==> config.mk <==
export PLATFORM = sky130hd
export DESIGN_NAME = pipelined_adder
export DESIGN_NICKNAME = d
export VERILOG_FILES = /design/src/rtl/antares_alu_pkg.sv /design/src/rtl/adder_slice.sv /design/src/rtl/pipelined_adder.sv
export SDC_FILE = /design/constraint.sdc
export NUM_CORES = 1
export LEC_CHECK = 0
export ABC_CLOCK_PERIOD_IN_PS = 5350
export CAP_MARGIN = 30
export CORE_ASPECT_RATIO = 0.7
export CORE_MARGIN = 2
export CORE_UTILIZATION = 55
export CTS_BUF_LIST = sky130_fd_sc_hd__clkbuf_4 sky130_fd_sc_hd__clkbuf_8 sky130_fd_sc_hd__clkbuf_16
export DETAILED_ROUTE_END_ITERATION = 10
export PLACE_DENSITY = 0.8
export SYNTH_ARGS = -nofsm -noshare
export SYNTH_HDL_FRONTEND = slang
export SYNTH_HIERARCHICAL = 1
export SYNTH_SLANG_ARGS = --single-unit
==> constraint.sdc <==
create_clock -name clk -period 5.35 [get_ports clk]
set_input_delay 1.07 -clock clk [delete_from_list [all_inputs] [get_ports clk]]
set_output_delay 1.07 -clock clk [all_outputs]
set_load 0.005 [all_outputs]
==> src/rtl/antares_alu_pkg.sv <==
// Shared constants for the Antares-R2 ALU path: default width, flag bit positions and
// saturation bounds (bounds valid for widths up to SAT_MAX_WIDTH).
package antares_alu_pkg;
    localparam int ALU_WIDTH     = 32;
    localparam int FLAG_C        = 0;
    localparam int FLAG_V        = 1;
    localparam int FLAG_Z        = 2;
    localparam int NUM_FLAGS     = 3;
    localparam int SAT_MAX_WIDTH = 64;

    // Largest positive two's-complement value of a w-bit word, zero-extended.
    function automatic logic [SAT_MAX_WIDTH-1:0] sat_pos(input int w);
        return (SAT_MAX_WIDTH'(1) << (w - 1)) - SAT_MAX_WIDTH'(1);
    endfunction

    // Most negative two's-complement value of a w-bit word, zero-extended.
    function automatic logic [SAT_MAX_WIDTH-1:0] sat_neg(input int w);
        return SAT_MAX_WIDTH'(1) << (w - 1);
    endfunction
endpackage

==> src/rtl/adder_slice.sv <==
// Combinational ripple-carry slice of SW full-adder cells. Exposes the carry into the
// slice MSB so the top slice can derive signed overflow.
module adder_slice #(
    parameter int SW = 8
) (
    input  logic [SW-1:0] a_i,
    input  logic [SW-1:0] b_i,
    input  logic          cin_i,
    output logic [SW-1:0] sum_o,
    output logic          cout_o,
    output logic          cmsb_o
);
    logic [SW:0] carry;

    always_comb begin
        carry    = '0;
        sum_o    = '0;
        carry[0] = cin_i;
        for (int i = 0; i < SW; i++) begin
            sum_o[i]     = a_i[i] ^ b_i[i] ^ carry[i];
            carry[i + 1] = (a_i[i] & b_i[i]) | (carry[i] & (a_i[i] ^ b_i[i]));
        end
    end

    assign cout_o = carry[SW];
    assign cmsb_o = carry[SW-1];
endmodule

==> src/rtl/pipelined_adder.sv <==
// STAGES-deep add/subtract pipeline, one carry-chain slice per stage, valid/ready both sides.
// Optional saturation (input SatEn) is built when PIPELINED_ADDER_SAT_EN is defined.
module pipelined_adder
    import antares_alu_pkg::*;
#(
    parameter int WIDTH  = ALU_WIDTH,
    parameter int STAGES = 4
) (
    input  logic             clk,
    input  logic             rst_n,
    input  logic             in_valid,
    output logic             in_ready,
    input  logic [WIDTH-1:0] A,
    input  logic [WIDTH-1:0] B,
    input  logic             Cin,
    input  logic             Sub,
`ifdef PIPELINED_ADDER_SAT_EN
    input  logic             SatEn,
`endif
    output logic             out_valid,
    input  logic             out_ready,
    output logic [WIDTH-1:0] Sum,
    output logic             Cout,
    output logic             Ovf,
    output logic             Zero
);
    localparam int SW = WIDTH / STAGES;

    // Stage k holds operands (for the slices still to come), the partial result built so far
    // and the carry out of slice k.
    logic [STAGES-1:0][WIDTH-1:0] a_q, a_d, b_q, b_d, s_q, s_d;
    logic [STAGES-1:0]            c_q, c_d, v_q, v_d;
    logic [NUM_FLAGS-1:0]         flags_q, flags_d;
    logic                         advance;

`ifdef PIPELINED_ADDER_SAT_EN
    localparam logic [WIDTH-1:0] SAT_POS = WIDTH'(sat_pos(WIDTH));
    localparam logic [WIDTH-1:0] SAT_NEG = WIDTH'(sat_neg(WIDTH));
    logic [STAGES-1:0] sat_q, sat_d;
`endif

    assign advance  = !out_valid || out_ready;
    assign in_ready = advance;

    for (genvar gi = 0; gi < STAGES; gi++) begin : g_stage
        logic [WIDTH-1:0] a_in, b_in, s_in, merged;
        logic             c_in;
        logic [SW-1:0]    slice_sum;
        logic             slice_cout, slice_cmsb;
`ifdef PIPELINED_ADDER_SAT_EN
        logic             sat_in;
`endif

        if (gi == 0) begin : g_first
            assign a_in      = A;
            assign b_in      = Sub ? ~B : B;
            assign c_in      = Cin ^ Sub;
            assign s_in      = '0;
            assign v_d[gi]   = in_valid;
`ifdef PIPELINED_ADDER_SAT_EN
            assign sat_in    = SatEn;
`endif
        end else begin : g_next
            assign a_in      = a_q[gi-1];
            assign b_in      = b_q[gi-1];
            assign c_in      = c_q[gi-1];
            assign s_in      = s_q[gi-1];
            assign v_d[gi]   = v_q[gi-1];
`ifdef PIPELINED_ADDER_SAT_EN
            assign sat_in    = sat_q[gi-1];
`endif
        end

        adder_slice #(.SW(SW)) u_slice (
            .a_i    (a_in[gi*SW +: SW]),
            .b_i    (b_in[gi*SW +: SW]),
            .cin_i  (c_in),
            .sum_o  (slice_sum),
            .cout_o (slice_cout),
            .cmsb_o (slice_cmsb)
        );

        assign merged  = (s_in & ~(WIDTH'({SW{1'b1}}) << (gi*SW)))
                       | (WIDTH'(slice_sum) << (gi*SW));
        assign a_d[gi] = a_in;
        assign b_d[gi] = b_in;
        assign c_d[gi] = slice_cout;
`ifdef PIPELINED_ADDER_SAT_EN
        assign sat_d[gi] = sat_in;
`endif

        if (gi == STAGES - 1) begin : g_last
            logic             ovf;
            logic [WIDTH-1:0] result;
            assign ovf = slice_cmsb ^ slice_cout;
`ifdef PIPELINED_ADDER_SAT_EN
            // Overflow direction follows A's sign: A >= 0 can only overflow upward.
            assign result = (sat_in && ovf) ? (a_in[WIDTH-1] ? SAT_NEG : SAT_POS) : merged;
`else
            assign result = merged;
`endif
            assign s_d[gi]         = result;
            assign flags_d[FLAG_C] = slice_cout;
            assign flags_d[FLAG_V] = ovf;
            assign flags_d[FLAG_Z] = (result == '0);
        end else begin : g_mid
            logic unused_cmsb;
            assign unused_cmsb = slice_cmsb;
            assign s_d[gi]     = merged;
        end
    end

    // The last stage's operand/carry copies have no consumer; synthesis trims them.
    logic unused_tail;
`ifdef PIPELINED_ADDER_SAT_EN
    assign unused_tail = ^{a_q[STAGES-1], b_q[STAGES-1], c_q[STAGES-1], sat_q[STAGES-1]};
`else
    assign unused_tail = ^{a_q[STAGES-1], b_q[STAGES-1], c_q[STAGES-1]};
`endif

    always_ff @(posedge clk or negedge rst_n) begin
        if (!rst_n) begin
            a_q     <= '0;
            b_q     <= '0;
            s_q     <= '0;
            c_q     <= '0;
            v_q     <= '0;
            flags_q <= '0;
`ifdef PIPELINED_ADDER_SAT_EN
            sat_q   <= '0;
`endif
        end else if (advance) begin
            a_q     <= a_d;
            b_q     <= b_d;
            s_q     <= s_d;
            c_q     <= c_d;
            v_q     <= v_d;
            flags_q <= flags_d;
`ifdef PIPELINED_ADDER_SAT_EN
            sat_q   <= sat_d;
`endif
        end
    end

    assign out_valid = v_q[STAGES-1];
    assign Sum       = s_q[STAGES-1];
    assign Cout      = flags_q[FLAG_C];
    assign Ovf       = flags_q[FLAG_V];
    assign Zero      = flags_q[FLAG_Z];
endmodule

==> impl_metrics.json, run 1 <==
{
  "antenna_found_initial": 0,
  "htree_levels": 4,
  "core_um2": 14630,
  "layout-drive-gt1-share_pct": 4.587,
  "final_nets": 1070,
  "syn_avg_cell_area_um2": 9.329,
  "hold_viol_final": 0,
  "die_w_um": 149.9,
  "crit_type": "input pin to flop",
  "cts_resized": 0,
  "start_util_pct": 56.06,
  "cp-start-kind": "input pin",
  "min_period_over_period_pct": 81.31,
  "first_global_vias": 5614,
  "rsz0062_at_grt": "no",
  "maxCapViolations": 0,
  "fin_cells": 1176,
  "dp_hpwl_um": 10830,
  "yosysWarnings": 6,
  "setup_slack_ns": 1.000,
  "dr.pass1.iters": 5,
  "drc": 0,
  "outcome": "completed",
  "synth_cell_types": 19,
  "ant_nets": 0,
  "row_count": 37,
  "antenna_cells": 0,
  "wl_per_cell_um": 13.57,
  "fin_tns_setup_ns": 0,
  "io_pins": 107,
  "dpl_worst_slack_ns": 0.5385,
  "crit_chain": "clkdlybuf4s50_1 -> xor2_1 -> fa_1 -> inv_1 -> fa_1 -> inv_1 -> fa_1 -> fa_1 -> fa_1 -> fa_1 -> inv_1 -> fa_1 -> inv_1 -> fa_1 -> nand2_1 -> nand2_1",
  "cp_max_fo": 1,
  "gp_congestion": 0.7579,
  "p_per_area_nw_per_um2": 579.2,
  "routed_wl_um": 15960,
  "worstPathArrival_ns": 4.70,
  "cts_buffer_depth": 2,
  "cpMaxStageDelayCell": "fa_1",
  "slew_headroom_pct": 39.04,
  "cpPeakStageDelay_ns": 0.47,
  "die_area_um2": 15920,
  "cts_root_buffer": "clkbuf_16",
  "max-vdd-ir-drop_v": 0.0002398,
  "fmaxAchievable_mhz": 229.9,
  "setup_viol": 0,
  "drtIter0Drc": 352,
  "grtUsageTotal_pct": 21.82,
  "synth_fp_nets": 981,
  "fp.dieH_um": 106.2,
  "power.leakage_nw": 5.032,
  "cts-buffers-inserted": 17,
  "vias": 5694,
  "netlist_area_um2": 8200,
  "dp.cells": 1143,
  "numPortBuffers": 106,
  "fillCellCount": 1204,
  "end_kind": "flop",
  "ys_seq_elements": 186,
  "vias_per_cell": 4.842,
  "worstSkewPairLatency_ns": 0.41,
  "worstMarginPinSlew_ns": 0.9144,
  "postCtsHoldBufs": 0,
  "required_ns": 5.70,
  "worstHoldPathType": "flop to flop",
  "area_growth_pct": 20.67,
  "cts_setup_buffers": 0,
  "clk_pin_slew_ns": 0.07,
  "fin_skew_ns": 0.009255,
  "post-route-min-period_ns": 4.350,
  "cts_tree": "done",
  "cts_sinks": 186,
  "grt_overflow": 0,
  "timing.critical_path.mode_cell": "fa_1",
  "maxSlewViolCount": 0,
  "grt_max_degree": 123,
  "grt_pass1_wl_um": 27420,
  "syn_inst": 879,
  "ys_seq_area_share_pct": 56.76
}
==> cells in the mapped netlist (all sizes together) <==
master / instances / area (um2)
nand2: 503 / 1888
dfrtp: 186 / 4654
inv: 41 / 156.4
buf: 40 / 317.8
fa: 32 / 640.6
o21ai: 25 / 125.1
xnor2: 25 / 219.0
xor2: 9 / 78.83
nor4: 8 / 50.05
clkbuf: 5 / 30.03
nand4: 2 / 12.51
nand2b: 1 / 6.260
nor2b: 1 / 13.76
o31ai: 1 / 7.510
==> cell usage in the layout, fill, tap and decap left out, drive strengths merged, types with 2 or more instances in the layout <==
cell / instances
buf: 10
nand2: 503
bufinv: 4
nand4: 2
clkbuf: 20
dfrtp: 186
o21ai: 25
xnor2: 25
clkdlybuf4s50: 104
fa: 32
clkinv: 6
nor4: 8
inv: 44
xor2: 9
==> state kept, by name, summed over array words and instances, names as in the netlist <==
| register | flops |
|---|---|
| Sum | 32 |
| c_q | 3 |
| flags_q | 3 |
| g_stage.a_in | 48 |
| g_stage.b_in | 48 |
| g_stage.s_in | 48 |
| v_q | 4 |
==> power by group <==
group	total, W	switching (W)	internal, W	leakage [nW]
sequential	0.00245	0.000422	0.00203	2.26
combinational	0.00194	0.00108	0.000865	2.46
clock	0.00134	0.000538	0.000800	0.313
total	0.00573	0.00204	0.00369	5.03
==> critical path, delay by kind of cell <==
kind	cells	cell delay (ns)
adder cells (fa/ha/maj)	8	2.70
AND/OR/NAND/NOR	2	0.13
buffers and inverters	5	0.64
XOR/XNOR	1	0.16
==> cell families after synthesis <==
kind of cell,count (synthesis),synth area share (%)
simple gates,515,24.03
compound gates,26,1.617
xor+xnor,34,3.631
buf+inv,86,6.149
fa+ha+maj,32,7.812
flops,186,56.76
==> area by class of cell <==
| type | instances | area, um2 | share of cell area, % |
|---|---|---|---|
| clock inverter | 13 | 191.4 | 1.935 |
| clock buffer | 19 | 440.4 | 4.451 |
| tap | 195 | 244.0 | 2.466 |
| timing repair buffer | 115 | 1167 | 11.80 |
| inverter | 41 | 156.4 | 1.580 |
| multi-input combinational | 607 | 3042 | 30.74 |
| sequential | 186 | 4654 | 47.03 |
==> routing by layer <==
layer | vias up | GRT usage [%] | share of wire (%)
li1 | 2808 | - | -
met1 | 2753 | 35.10 | 50
met2 | 127 | 31.64 | 44
met3 | 6 | 3.991 | 5.3
met4 | 0 | 3.639 | 0.34
met5 | - | 0 | 0
==> through the flow <==
step	power (W)	utilization [%]	cell area, um2	hold WS [ns]
finish	0.005731	67.64	9896	0.4632
global route	0.006204	67.64	9896	0.4864
CTS	0.005772	67.46	9868	0.4673
detailed placement	0.004415	63.14	9236	0.4525
global placement	0.004298	62.95	9209	0.4408
floorplan	0.003657	-	8200	0.4300
==> final timing paths <==
kind / from / to / slack, ns / cells after the start
max: B[0] / g_stage[1].s_in[7] / 1.0 / 16
min: Sum[0] / Sum[0] / 0.46 / 2
max reg2reg: g_stage[3].a_in[24] / flags_q[2] / 1.20 / 15
min reg2reg: Sum[0] / Sum[0] / 0.46 / 2
max in group asynchronous: rst_n / g_stage[3].s_in[18] / 3.64 / 3
min in group asynchronous: rst_n / Sum[27] / 0.60 / 1
(Power assumes the default switching activity.)
==> inputs of run 2 (changes only) <==
--- a/config.mk
+++ b/config.mk
@@ -5,14 +5,14 @@
 export SDC_FILE = /design/constraint.sdc
 export NUM_CORES = 1
 export LEC_CHECK = 0
-export ABC_CLOCK_PERIOD_IN_PS = 5350
+export ABC_CLOCK_PERIOD_IN_PS = 3700
 export CAP_MARGIN = 30
 export CORE_ASPECT_RATIO = 0.7
 export CORE_MARGIN = 2
-export CORE_UTILIZATION = 55
+export CORE_UTILIZATION = 50
 export CTS_BUF_LIST = sky130_fd_sc_hd__clkbuf_4 sky130_fd_sc_hd__clkbuf_8 sky130_fd_sc_hd__clkbuf_16
 export DETAILED_ROUTE_END_ITERATION = 10
-export PLACE_DENSITY = 0.8
+export PLACE_DENSITY = 0.76
 export SYNTH_ARGS = -nofsm -noshare
 export SYNTH_HDL_FRONTEND = slang
 export SYNTH_HIERARCHICAL = 1
==> constraint.sdc (replaced) <==
create_clock -name clk -period 3.7 [get_ports clk]
set_input_delay 0.74 -clock clk [delete_from_list [all_inputs] [get_ports clk]]
set_output_delay 0.74 -clock clk [all_outputs]
set_load 0.005 [all_outputs]
==> run 2 against run 1 <==
Compared with the run above: the flow now finishes with violations (negative setup slack); flip-flop and latch count stayed put; non-clock buffer count is 3 higher; routed wire length is 0.82% lower; critical path type is now flop to flop; clock power is 45% higher; sequential share of layout area is 0.69 points lower; total power is 45% higher; clock skew is 0.0018 ns higher; highest routed layer unchanged; largest power group unchanged; clock-buffer cell count is 4 higher; critical endpoint is now flags_q[2].
==> impl_metrics.json, run 2 (synthesized netlist as in run 1, its figures left out) <==
{
  "rsz0062_at_grt": "yes",
  "min_period_over_period_pct": 106.3,
  "violations": "negative setup slack",
  "die_area_um2": 17460,
  "worstMarginPinSlew_ns": 0.8764,
  "area_growth_pct": 22.46,
  "crit_end": "flags_q[2]",
  "layout-drive-gt1-share_pct": 8.045,
  "routed_wl_um": 15830,
  "antenna_found_initial": 0,
  "grtUsageTotal_pct": 19.42,
  "antenna_cells": 0,
  "crit_chain": "fa_2 -> inv_2 -> fa_2 -> inv_2 -> fa_2 -> fa_2 -> fa_2 -> fa_2 -> inv_2 -> fa_2 -> inv_2 -> fa_2 -> nor4_2 -> nand4_1 -> o31ai_1",
  "layout_common_cells": "nand2_1, dfrtp_1, clkdlybuf4s50_1, inv_1, o21ai_1",
  "rr_endpoint": "flags_q[2]",
  "end_kind": "flop",
  "final_nets": 1073,
  "postCtsHoldBufs": 0,
  "placed_cell_area_um2": 9316,
  "worstHoldPathType": "input pin to async pin",
  "numPortBuffers": 106,
  "fin_cells": 1207,
  "fin_area_um2": 10040,
  "slew_headroom_pct": 41.57,
  "setup_viol": 1,
  "max-vdd-ir-drop_v": 0.0004426,
  "dp_hpwl_um": 10140,
  "vias": 5614,
  "maxSlewViolCount": 0,
  "post-route-min-period_ns": 3.932,
  "io_pins": 107,
  "startpoint": "c_q[2]",
  "cpPeakStageDelay_ns": 0.47,
  "die_w_um": 157.1,
  "vias_per_cell": 4.651,
  "cts_buffer_depth": 2,
  "start_util_pct": 50.62,
  "fin_skew_ns": 0.01103,
  "cts_root_buffer": "clkbuf_16",
  "first_global_vias": 5535,
  "maxCapViolations": 0,
  "htree_levels": 4,
  "cpMaxStageDelayCell": "fa_2",
  "dp.cells": 1174,
  "worstSkewPairLatency_ns": 0.43,
  "fmaxAchievable_mhz": 254.3,
  "grt_max_degree": 212,
  "cts_tree": "done",
  "power.leakage_nw": 5.026,
  "outcome": "complete, but fails checks",
  "core_um2": 16200,
  "clk_pin_slew_ns": 0.06,
  "worstPathArrival_ns": 4.26,
  "final_common_cell": "nand2_1",
  "dr.pass1.iters": 4,
  "setup_slack_ns": -0.2316,
  "worst_r2r_path_depth": 15,
  "fp.dieH_um": 111.1,
  "grt_pass1_wl_um": 26910,
  "r2r_setup_slack_ns": -0.23,
  "cts_sinks": 186,
  "drc": 0,
  "gp_congestion": 0.7468,
  "cp_max_fo": 2,
  "r2r_start": "c_q[2]",
  "wl_per_cell_um": 13.11,
  "ant_nets": 0,
  "crit_type": "flop to flop",
  "drtIter0Drc": 328,
  "cp-start-kind": "flop",
  "p_per_area_nw_per_um2": 824.9,
  "required_ns": 4.03,
  "row_count": 39,
  "hold_viol_final": 0,
  "timing.critical_path.mode_cell": "fa_2",
  "cts-buffers-inserted": 17,
  "grt_overflow": 0
}
==> run 2: final cells by class <==
cell class,count,area [um2]
fillers,1431,6158
flip-flops and latches,186,4654
multi-input cells,607,3118
repair buffers,118,1202
clock buffers,23,489.2
well taps,225,281.5
inverters,41,156.4
clock inverters,7,140.1
==> run 2: how the worst min path moves through the flow <==
stage	end	slack [ns]	cells after the start
after floorplan	v_q[2]	0.43	2
after global placement	v_q[3]	0.44	1
after detailed placement	v_q[2]	0.45	2
after CTS	v_q[2]	0.46	2
after global routing	Sum[27]	0.11	1
final	Sum[27]	0.12	1
==> run 2: repair_timing <==
action | 4_1_cts | 5_1_grt
gates cloned | 0 | 0
gates resized for setup | 11 | 16
endpoints found under the setup margin | 4 | 10
pin swaps | 5 | 8
endpoints found under the hold margin | 0 | 0
buffers inserted | 0 | 2
==> run 2: worst max-delay path, delay by kind of cell (launching register included) <==
family	cells	cell delay [ns]
fa+ha+maj	8	2.64
simple gates	2	0.33
compound gates	1	0.25
flops	1	0.41
buf+inv	4	0.21
==> run 2: per-stage QoR <==
stage | hold slack (ns) | worst slack [ns] | setup TNS (ns) | utilization, % | power, W
final | 0.1236 | -0.2316 | -0.2316 | 61.99 | 0.008283
after global routing | 0.1072 | -0.3364 | -0.3939 | 61.99 | 0.008992
after CTS | 0.4622 | -0.2858 | -0.3579 | 61.50 | 0.008269
after detailed placement | 0.4473 | -0.6302 | -1.885 | 57.51 | 0.006293
after global placement | 0.4418 | -0.5605 | -1.518 | 57.51 | 0.006154
after floorplan | 0.4300 | -0.3165 | -0.6420 | - | 0.005307
==> run 2: routing by layer <==
metal | GRT usage (%) | routed length, um | vias up
met3 | 4.339 | 562 | 19
li1 | - | - | 2813
met4 | 5.939 | 244 | 0
met5 | 0 | 0 | -
met1 | 28.97 | 7980 | 2697
met2 | 28.60 | 7042 | 85
==> run 2: where the power goes <==
group	switching (W)	internal, W	total, W
Combinational	0.00155	0.00129	0.00284
Clock	0.000740	0.00120	0.00194
Sequential	0.000571	0.00293	0.00351
